**config.mk**
```make
export PLATFORM = sky130hd
export DESIGN_NAME = shift_acc_lanes
export DESIGN_NICKNAME = d
export VERILOG_FILES = /design/src/rtl/shift_acc_lanes_pkg.sv /design/src/rtl/shift_acc_lanes_lane.sv /design/src/rtl/shift_acc_lanes.sv
export SDC_FILE = /design/constraint.sdc
export NUM_CORES = 1
export LEC_CHECK = 0
export ABC_CLOCK_PERIOD_IN_PS = 6050
export CORE_MARGIN = 8
export CORE_UTILIZATION = 40
export DETAILED_ROUTE_END_ITERATION = 12
export PLACE_DENSITY = 0.67
export SYNTH_ARGS = -nofsm -noshare
export SYNTH_HDL_FRONTEND = slang
export SYNTH_HIERARCHICAL = 1
export SYNTH_SLANG_ARGS = --single-unit
```
**constraint.sdc**
```tcl
create_clock -name clk_i -period 6.05 [get_ports clk_i]
set_input_delay 1.21 -clock clk_i [delete_from_list [all_inputs] [get_ports clk_i]]
set_output_delay 1.21 -clock clk_i [all_outputs]
set_load 0.02 [all_outputs]
```
**src/rtl/shift_acc_lanes_pkg.sv**
```systemverilog
// shift_acc_pkg: shared state encoding and saturation helpers for shift_acc_lanes.
// Saturation logic is only used when SHIFT_ACC_SAT_EN is defined.
package shift_acc_pkg;

    typedef enum logic [1:0] {
        IDLE,
        ACC,
        DONE
    } state_t;

    // Largest positive two's-complement value of a size-bit word.
    function automatic longint sat_max(int unsigned size);
        return (longint'(1) <<< (size - 1)) - 1;
    endfunction

    // Most negative two's-complement value of a size-bit word.
    function automatic longint sat_min(int unsigned size);
        return -(longint'(1) <<< (size - 1));
    endfunction

    // A left shift loses the value unless the shifted-out bits and the new MSB
    // all repeat the old sign bit; 'top' holds those bits plus the old sign.
    function automatic logic shift_ovf(logic [63:0] top, int unsigned bits);
        logic [63:0] mask;
        mask = (64'd1 << bits) - 64'd1;
        return ((top & mask) != '0) && ((top & mask) != mask);
    endfunction

endpackage

```
**src/rtl/shift_acc_lanes_lane.sv**
```systemverilog
// shift_acc_lane: single-lane datapath, acc <= (acc << SHIFT) + pp.
// Defining SHIFT_ACC_SAT_EN enables signed clamping with a sticky sat flag.
module shift_acc_lane
    import shift_acc_pkg::*;
#(
    parameter int unsigned SIZE  = 18,
    parameter int unsigned SHIFT = 3
) (
    input  logic            clk,
    input  logic            rst_n,
    input  logic            load,
    input  logic            step,
    input  logic [SIZE-1:0] pp,
    output logic [SIZE-1:0] acc,
    output logic            sat
);

    logic [SIZE-1:0] shifted;
    logic [SIZE-1:0] sum;
    logic [SIZE-1:0] next;

    // Modulo shift-and-add of the incoming digit.
    always_comb begin
        shifted = {acc[SIZE-1-SHIFT:0], {SHIFT{1'b0}}};
        sum     = shifted + pp;
    end

`ifdef SHIFT_ACC_SAT_EN
    localparam logic [SIZE-1:0] MAX = SIZE'(sat_max(SIZE));
    localparam logic [SIZE-1:0] MIN = SIZE'(sat_min(SIZE));

    logic sh_ovf;
    logic add_ovf;
    logic ovf;

    // Clamp on overflow. A shift overflow leaves |acc<<SHIFT| >= 2^(SIZE-1),
    // which no in-range pp can flip, so the true sign is the old sign;
    // otherwise only a same-sign add can overflow and pp carries the sign.
    always_comb begin
        sh_ovf  = shift_ovf(64'(acc[SIZE-1:SIZE-1-SHIFT]), SHIFT + 1);
        add_ovf = (shifted[SIZE-1] == pp[SIZE-1]) && (sum[SIZE-1] != shifted[SIZE-1]);
        ovf     = sh_ovf | add_ovf;
        next    = sum;
        if (ovf) begin
            next = (sh_ovf ? acc[SIZE-1] : pp[SIZE-1]) ? MIN : MAX;
        end
    end

    // Sticky saturation flag, cleared by reset or a fresh load.
    always_ff @(posedge clk) begin
        if (!rst_n) begin
            sat <= 1'b0;
        end else if (load) begin
            sat <= 1'b0;
        end else if (step) begin
            sat <= sat | ovf;
        end
    end
`else
    // Pure modulo wrap.
    always_comb begin
        next = sum;
    end

    assign sat = 1'b0;
`endif

    // Accumulator register: load first digit, fold in later ones.
    always_ff @(posedge clk) begin
        if (!rst_n) begin
            acc <= '0;
        end else if (load) begin
            acc <= pp;
        end else if (step) begin
            acc <= next;
        end
    end

endmodule

```
**src/rtl/shift_acc_lanes.sv**
```systemverilog
// shift_acc_lanes: multi-lane digit-serial shift-and-accumulate with
// valid/ready handshake. Optional saturation via SHIFT_ACC_SAT_EN.
module shift_acc_lanes
    import shift_acc_pkg::*;
#(
    parameter int unsigned LANES  = 4,
    parameter int unsigned SIZE   = 18,
    parameter int unsigned SHIFT  = 3,
    parameter int unsigned DIGITS = 6
) (
    input  logic                        clk_i,
    input  logic                        rst_ni,
    input  logic                        abort_i,
    input  logic                        pp_valid_i,
    output logic                        pp_ready_o,
    input  logic [LANES-1:0][SIZE-1:0]  pp_i,
    output logic                        res_valid_o,
    input  logic                        res_ready_i,
    output logic [LANES-1:0][SIZE-1:0]  res_o,
    output logic [LANES-1:0]            sat_o,
    output logic                        busy_o
);

    localparam int unsigned CW = $clog2(DIGITS + 1);

    state_t        state;
    logic [CW-1:0] cnt;
    logic          ready;
    logic          valid;
    logic          busy;
    logic          beat;
    logic          load;
    logic          step;

    assign pp_ready_o  = ready & rst_ni;
    assign res_valid_o = valid;
    assign busy_o      = busy;

    assign beat = pp_valid_i & pp_ready_o;
    assign load = beat & ~abort_i & (state == IDLE);
    assign step = beat & ~abort_i & (state == ACC);

    // Control FSM with registered handshake/status outputs.
    always_ff @(posedge clk_i) begin
        if (!rst_ni || abort_i) begin
            state <= IDLE;
            cnt   <= '0;
            ready <= 1'b1;
            valid <= 1'b0;
            busy  <= 1'b0;
        end else begin
            case (state)
                IDLE: begin
                    if (beat) begin
                        cnt  <= CW'(1);
                        busy <= 1'b1;
                        if (DIGITS == 1) begin
                            state <= DONE;
                            ready <= 1'b0;
                            valid <= 1'b1;
                        end else begin
                            state <= ACC;
                        end
                    end
                end
                ACC: begin
                    if (beat) begin
                        cnt <= cnt + CW'(1);
                        if (cnt == CW'(DIGITS - 1)) begin
                            state <= DONE;
                            ready <= 1'b0;
                            valid <= 1'b1;
                        end
                    end
                end
                DONE: begin
                    if (res_ready_i) begin
                        state <= IDLE;
                        cnt   <= '0;
                        ready <= 1'b1;
                        valid <= 1'b0;
                        busy  <= 1'b0;
                    end
                end
                default: begin
                    state <= IDLE;
                    cnt   <= '0;
                    ready <= 1'b1;
                    valid <= 1'b0;
                    busy  <= 1'b0;
                end
            endcase
        end
    end

    for (genvar i = 0; i < LANES; i++) begin : g_lane
        shift_acc_lane #(
            .SIZE  (SIZE),
            .SHIFT (SHIFT)
        ) u_lane (
            .clk   (clk_i),
            .rst_n (rst_ni),
            .load  (load),
            .step  (step),
            .pp    (pp_i[i]),
            .acc   (res_o[i]),
            .sat   (sat_o[i])
        );
    end

endmodule

```
Word-level counts from Yosys, hierarchy flattened
Index checks and enable logic that the tools add are counted.

word-level totals
  register bits = 80
  input port bits = 77
  output and inout port bits = 79
  word-level logic and storage cells = 64

operators by class
  add/sub/neg operators = 5
  equality and inequality tests = 7
  mux-type cells = 27
  bitwise logic cells = 8
  reduce and logical (&&, ||, !) cells = 8

operators by type and width
  kind                                                                     number
  18-bit 2-to-1 mux                                                        8
  18-bit adder                                                             4
  3-bit 2-to-1 mux                                                         3
  1-bit one-hot mux with 3 select lines                                    3
  3-bit one-hot mux with 3 select lines                                    1
  2-bit 2-to-1 mux                                                         4
  4-bit AND reduction                                                      2
  1-bit 2-to-1 mux                                                         7
  2-bit inequality test, second input constant                             3
  2-bit one-hot mux with 3 select lines                                    1
  3-bit AND reduction                                                      2
  1-bit AND                                                                5
  3-bit by 1-bit adder with 3-bit output, second input constant            1
  3-bit == test, second input constant                                     1
  1-bit inverter                                                           3
  2-bit by 1-bit == test with 1-bit output, second input constant          1
  2-bit == test, second input constant                                     1
  2-bit logical NOT                                                        1
  2-bit by 1-bit inequality test with 1-bit output, second input constant  1
  2-bit nonzero test                                                       1
  1-bit logical NOT                                                        1
  1-bit logical OR                                                         1

Depth between registers and ports, before layout
  word-level depth = 6
  depth in mapped cells = 9
  mapped depth without buffers = 9

Cells and area by module
The synthesis kept the hierarchy.

by module, submodules not included
  module                                 times used  cells an instance  area each (um^2)  seq. area each (um^2)
  shift_acc_lane (g_lane[0].u_lane ...)  3           183                1512.7            360.3
  shift_acc_lane (g_lane[3].u_lane)      1           172                1396.3            360.3
  shift_acc_lanes                        1           50                 414.1             160.2

Worst setup path before layout
OpenSTA, ideal clock, no wires.

  path kind = input to register
  start point = input pp_valid_i
  end point = register g_lane[0].u_lane.acc[15]
  library setup time = 0.116 ns
  data arrival time = 3.600 ns
  data required time = 5.934 ns
  path slack = 2.334 ns
  stages = 6
  path buffers = 0
  cell sequence = nand3_2 nor3_1 nor2b_1 or3b_2 mux2i_1 nor2_1

between the ends
  cells in the longest elaborated chain, start to end = 4
  elaborated cells between the ends (all ways) = 6
  those cells by class = mux (1); bitwise (4); reduce/logical (1)

ends and longest elaborated chain
  item                                 RTL line                    source
  from (decl)                          shift_acc_lanes.sv:14       input logic pp_valid_i,
  1-bit AND                            shift_acc_lanes.sv:39       assign beat = pp_valid_i & pp_ready_o;
  1-bit AND (2 in series)              shift_acc_lanes.sv:41       assign step = beat & ~abort_i & (state == ACC);
  named net step                       shift_acc_lanes.sv:33       logic step;
  2-bit nonzero test (no source line)  -
  to (signal assigned)                 shift_acc_lanes_lane.sv:73  acc <= pp;
  to (signal assigned)                 shift_acc_lanes_lane.sv:75  acc <= next;
  to (decl)                            shift_acc_lanes_lane.sv:14  output logic [SIZE-1:0] acc,

The timed path passes the listed nets, and every way through them passes these cells.
A chain may end at the register's enable or synchronous reset.

Worst setup path in the final report
  start point = input rst_ni
  end point = output pp_ready_o

between the ends
  cells in the longest elaborated chain, start to end = 1

ends and longest elaborated chain
  item         RTL line               source
  from (decl)  shift_acc_lanes.sv:12  input logic rst_ni,
  1-bit AND    shift_acc_lanes.sv:35  assign pp_ready_o = ready & rst_ni;
  to (decl)    shift_acc_lanes.sv:15  output logic pp_ready_o,

Every way passes these cells.

==> metrics.yaml <==
die_y_um: 142
drive_above_1_share: 0.0566
vias: 6057
drcViolationCount: 0
hold_buffers: 0
drt_iter0_drc: 344
slowest_stage: "clkdlybuf4s50_1"
final_hold_viol_count: 0
rows: 46
die-width_um: 142
area_growth_pct: 30.3
critPathLaunchType: "input pin"
fin_crit_sh: 0.643
port_buffers: 151
drv_cap: 0
cts_buffers: 9
period_needed_ns: 3.89
seq_area_frac_synth: 0.252
grt_max_degree: 80
synth_enable_flop_cells: 0
grt_pass1_vias: 5864
core-area_um2: 15700
cellPowerDensity_nw_per_um2: 186
relSlewSlack: 0.512
status: "completed"
clk_latency_ns: 0.34
initial_core_util: 0.404
dp.cells: 1102
cts_max_path_buffers: 2
yosys.area.top_type: "dfxtp_1"
path_buf_inv: 3
worstPathRequired_ns: 4.84
io-pin-count: 156
dieArea_um2: 20200
fin_skew_ns: 0.00770
routed_wl_um: 18200
p_total_w: 0.00154
worstPathArrival_ns: 2.68
cts_tree: "built"
synth-seq-cells: 80
place_ws_ns: 2.11
antenna_cells: 0
avgSynthCellArea_um2: 8.23
cts.htree.levels: 3
async_reset_ff_frac: 0
crit_chain: "buf_2, buf_4, and2_1, clkdlybuf4s50_1"
num-nets-final: 1036
ir_drop_mv: 0.119
rrSetupSlack_ns: 3.44
wl_per_cell_um: 16.3
cts_root_buffer: "clkbuf_16"
syn-instance-count: 771
cp_max_fo: 68
cts_setup_buffers: 0
critPathCaptureType: "primary output"
worst_slack_ns: 2.16
setup_tns_ns: 0
overflow: 0
crit_type: "in -> out"
tightest_slew_ns: 0.732
synth_cell_types: 59
syn_area_um2: 6350
cp_top_family: "buffers and inverters"
leakagePower_nw: 3.33
synthFlopType: "dfxtp_1"
antenna_found_initial: 0
postCtsResizedCells: 0
grt_pass1_wl_um: 29600
synth.area.top_cells: "dfxtp_1, ha_1, a21oi_1, o21ai_0, mux2i_1"
min_path_type: "reg -> reg"
avgViaCountPerCell: 5.42
grt_usage: 0.178
synth_top_area_frac: 0.252
syn_nets: 910
setup_viol: 0
stdcell_count: 1117
whs_ns: 0.473
yosys_warnings: 6
critPathMaxStageDelay_ns: 0.60
finalMaxSlewViolations: 0
cts_sinks: 80
drtAntennaViolNets: 0
fmax_mhz: 257
rsz0062_at_grt: "false"
routabilityCongestion: 0.846
clk_pin_slew_ns: 0.06
dr.pass1.iters: 5
dp_hpwl_um: 13200
fillers: 1482
==> path summary, 6_finish.rpt <==
| path | from | to | cells after the start |
|---|---|---|---|
| max | rst_ni | pp_ready_o | 4 |
| min | res_valid_o$_SDFFE_PP0P_ | res_valid_o$_SDFFE_PP0P_ | 2 |
| max reg2reg | state[0]$_SDFFE_PP0P_ | g_lane[0].u_lane/acc[15]$_SDFFE_PN0P_ | 7 |
| min reg2reg | res_valid_o$_SDFFE_PP0P_ | res_valid_o$_SDFFE_PP0P_ | 2 |
==> layout make-up <==
cell class,count,area (µm²),area share
Clock buffer,12,246,0.0298
Inverter,26,97.6,0.0118
Sequential cell,80,1600,0.194
Clock inverter,3,42.5,0.00514
Multi-Input combinational cell,625,4460,0.540
Tap cell,216,270,0.0327
Timing Repair Buffer,155,1550,0.187
==> worst reg2reg max path, stage by stage, from the launching register on <==
cell,delay [ns]
dfxtp_1,0.49
nand2b_1,0.16
nor3_2,0.16
buf_4,0.51
nor2b_1,0.51
or3b_2,0.48
mux2i_1,0.14
nor2_1,0.06
==> metal layers <==
layer / global-route usage / wire [µm]
met4: 0.0531 / 187
met5: 0 / 0
met1: 0.232 / 8700
met3: 0.0356 / 862
met2: 0.291 / 8400
==> metrics by stage <==
| step | util | area [µm²] |
|---|---|---|
| floorplan | - | 6350 |
| global placement | 0.508 | 7980 |
| detailed placement | 0.508 | 7980 |
| CTS | 0.526 | 8270 |
| global route | 0.526 | 8270 |
| finish | 0.526 | 8270 |
==> cell usage in the layout, fill, tap and decap left out, types with 21 or more instances in the layout <==
cell type and n:
inv_1 26, o21ai_0 64, a21o_1 25, nand2_1 73, xnor2_1 21, mux2i_1 31, clkdlybuf4s50_1 150, a21oi_1 87
dfxtp_1 80, nor2_1 23, ha_1 58
==> Yosys cell counts (all sizes together), types with 16 or more instances <==
cell     n
a21o    29
a21oi   87
a31oi   17
and3    19
clkbuf  27
dfxtp   80
ha      58
inv     26
mux2i   31
nand2   73
nor2    23
nor3    16
o21ai   64
xnor2   21
xor2    20
==> state kept, by name, summed over array words and instances (netlist names) <==
signal,flops
ready,1
g_lane.u_lane/acc,72
res_valid_o,1
state,2
busy_o,1
cnt,3
==> cells by family (layout without fill, tap and decap cells) <==
family,count (synthesis),count (layout),synth area share
mux,34,34,0.0542
compound gates,276,276,0.290
flops,80,80,0.252
simple gates,208,208,0.171
buf+inv,66,196,0.0465
other cells,4,4,0.00236
fa+ha+maj,62,62,0.127
xor+xnor,41,41,0.0566
==> where the power goes <==
part / switching, W / internal, W
sequential: 0.0000212 / 0.000550
combinational: 0.000213 / 0.000200
clock: 0.000224 / 0.000329
(Power assumes the default switching activity.)
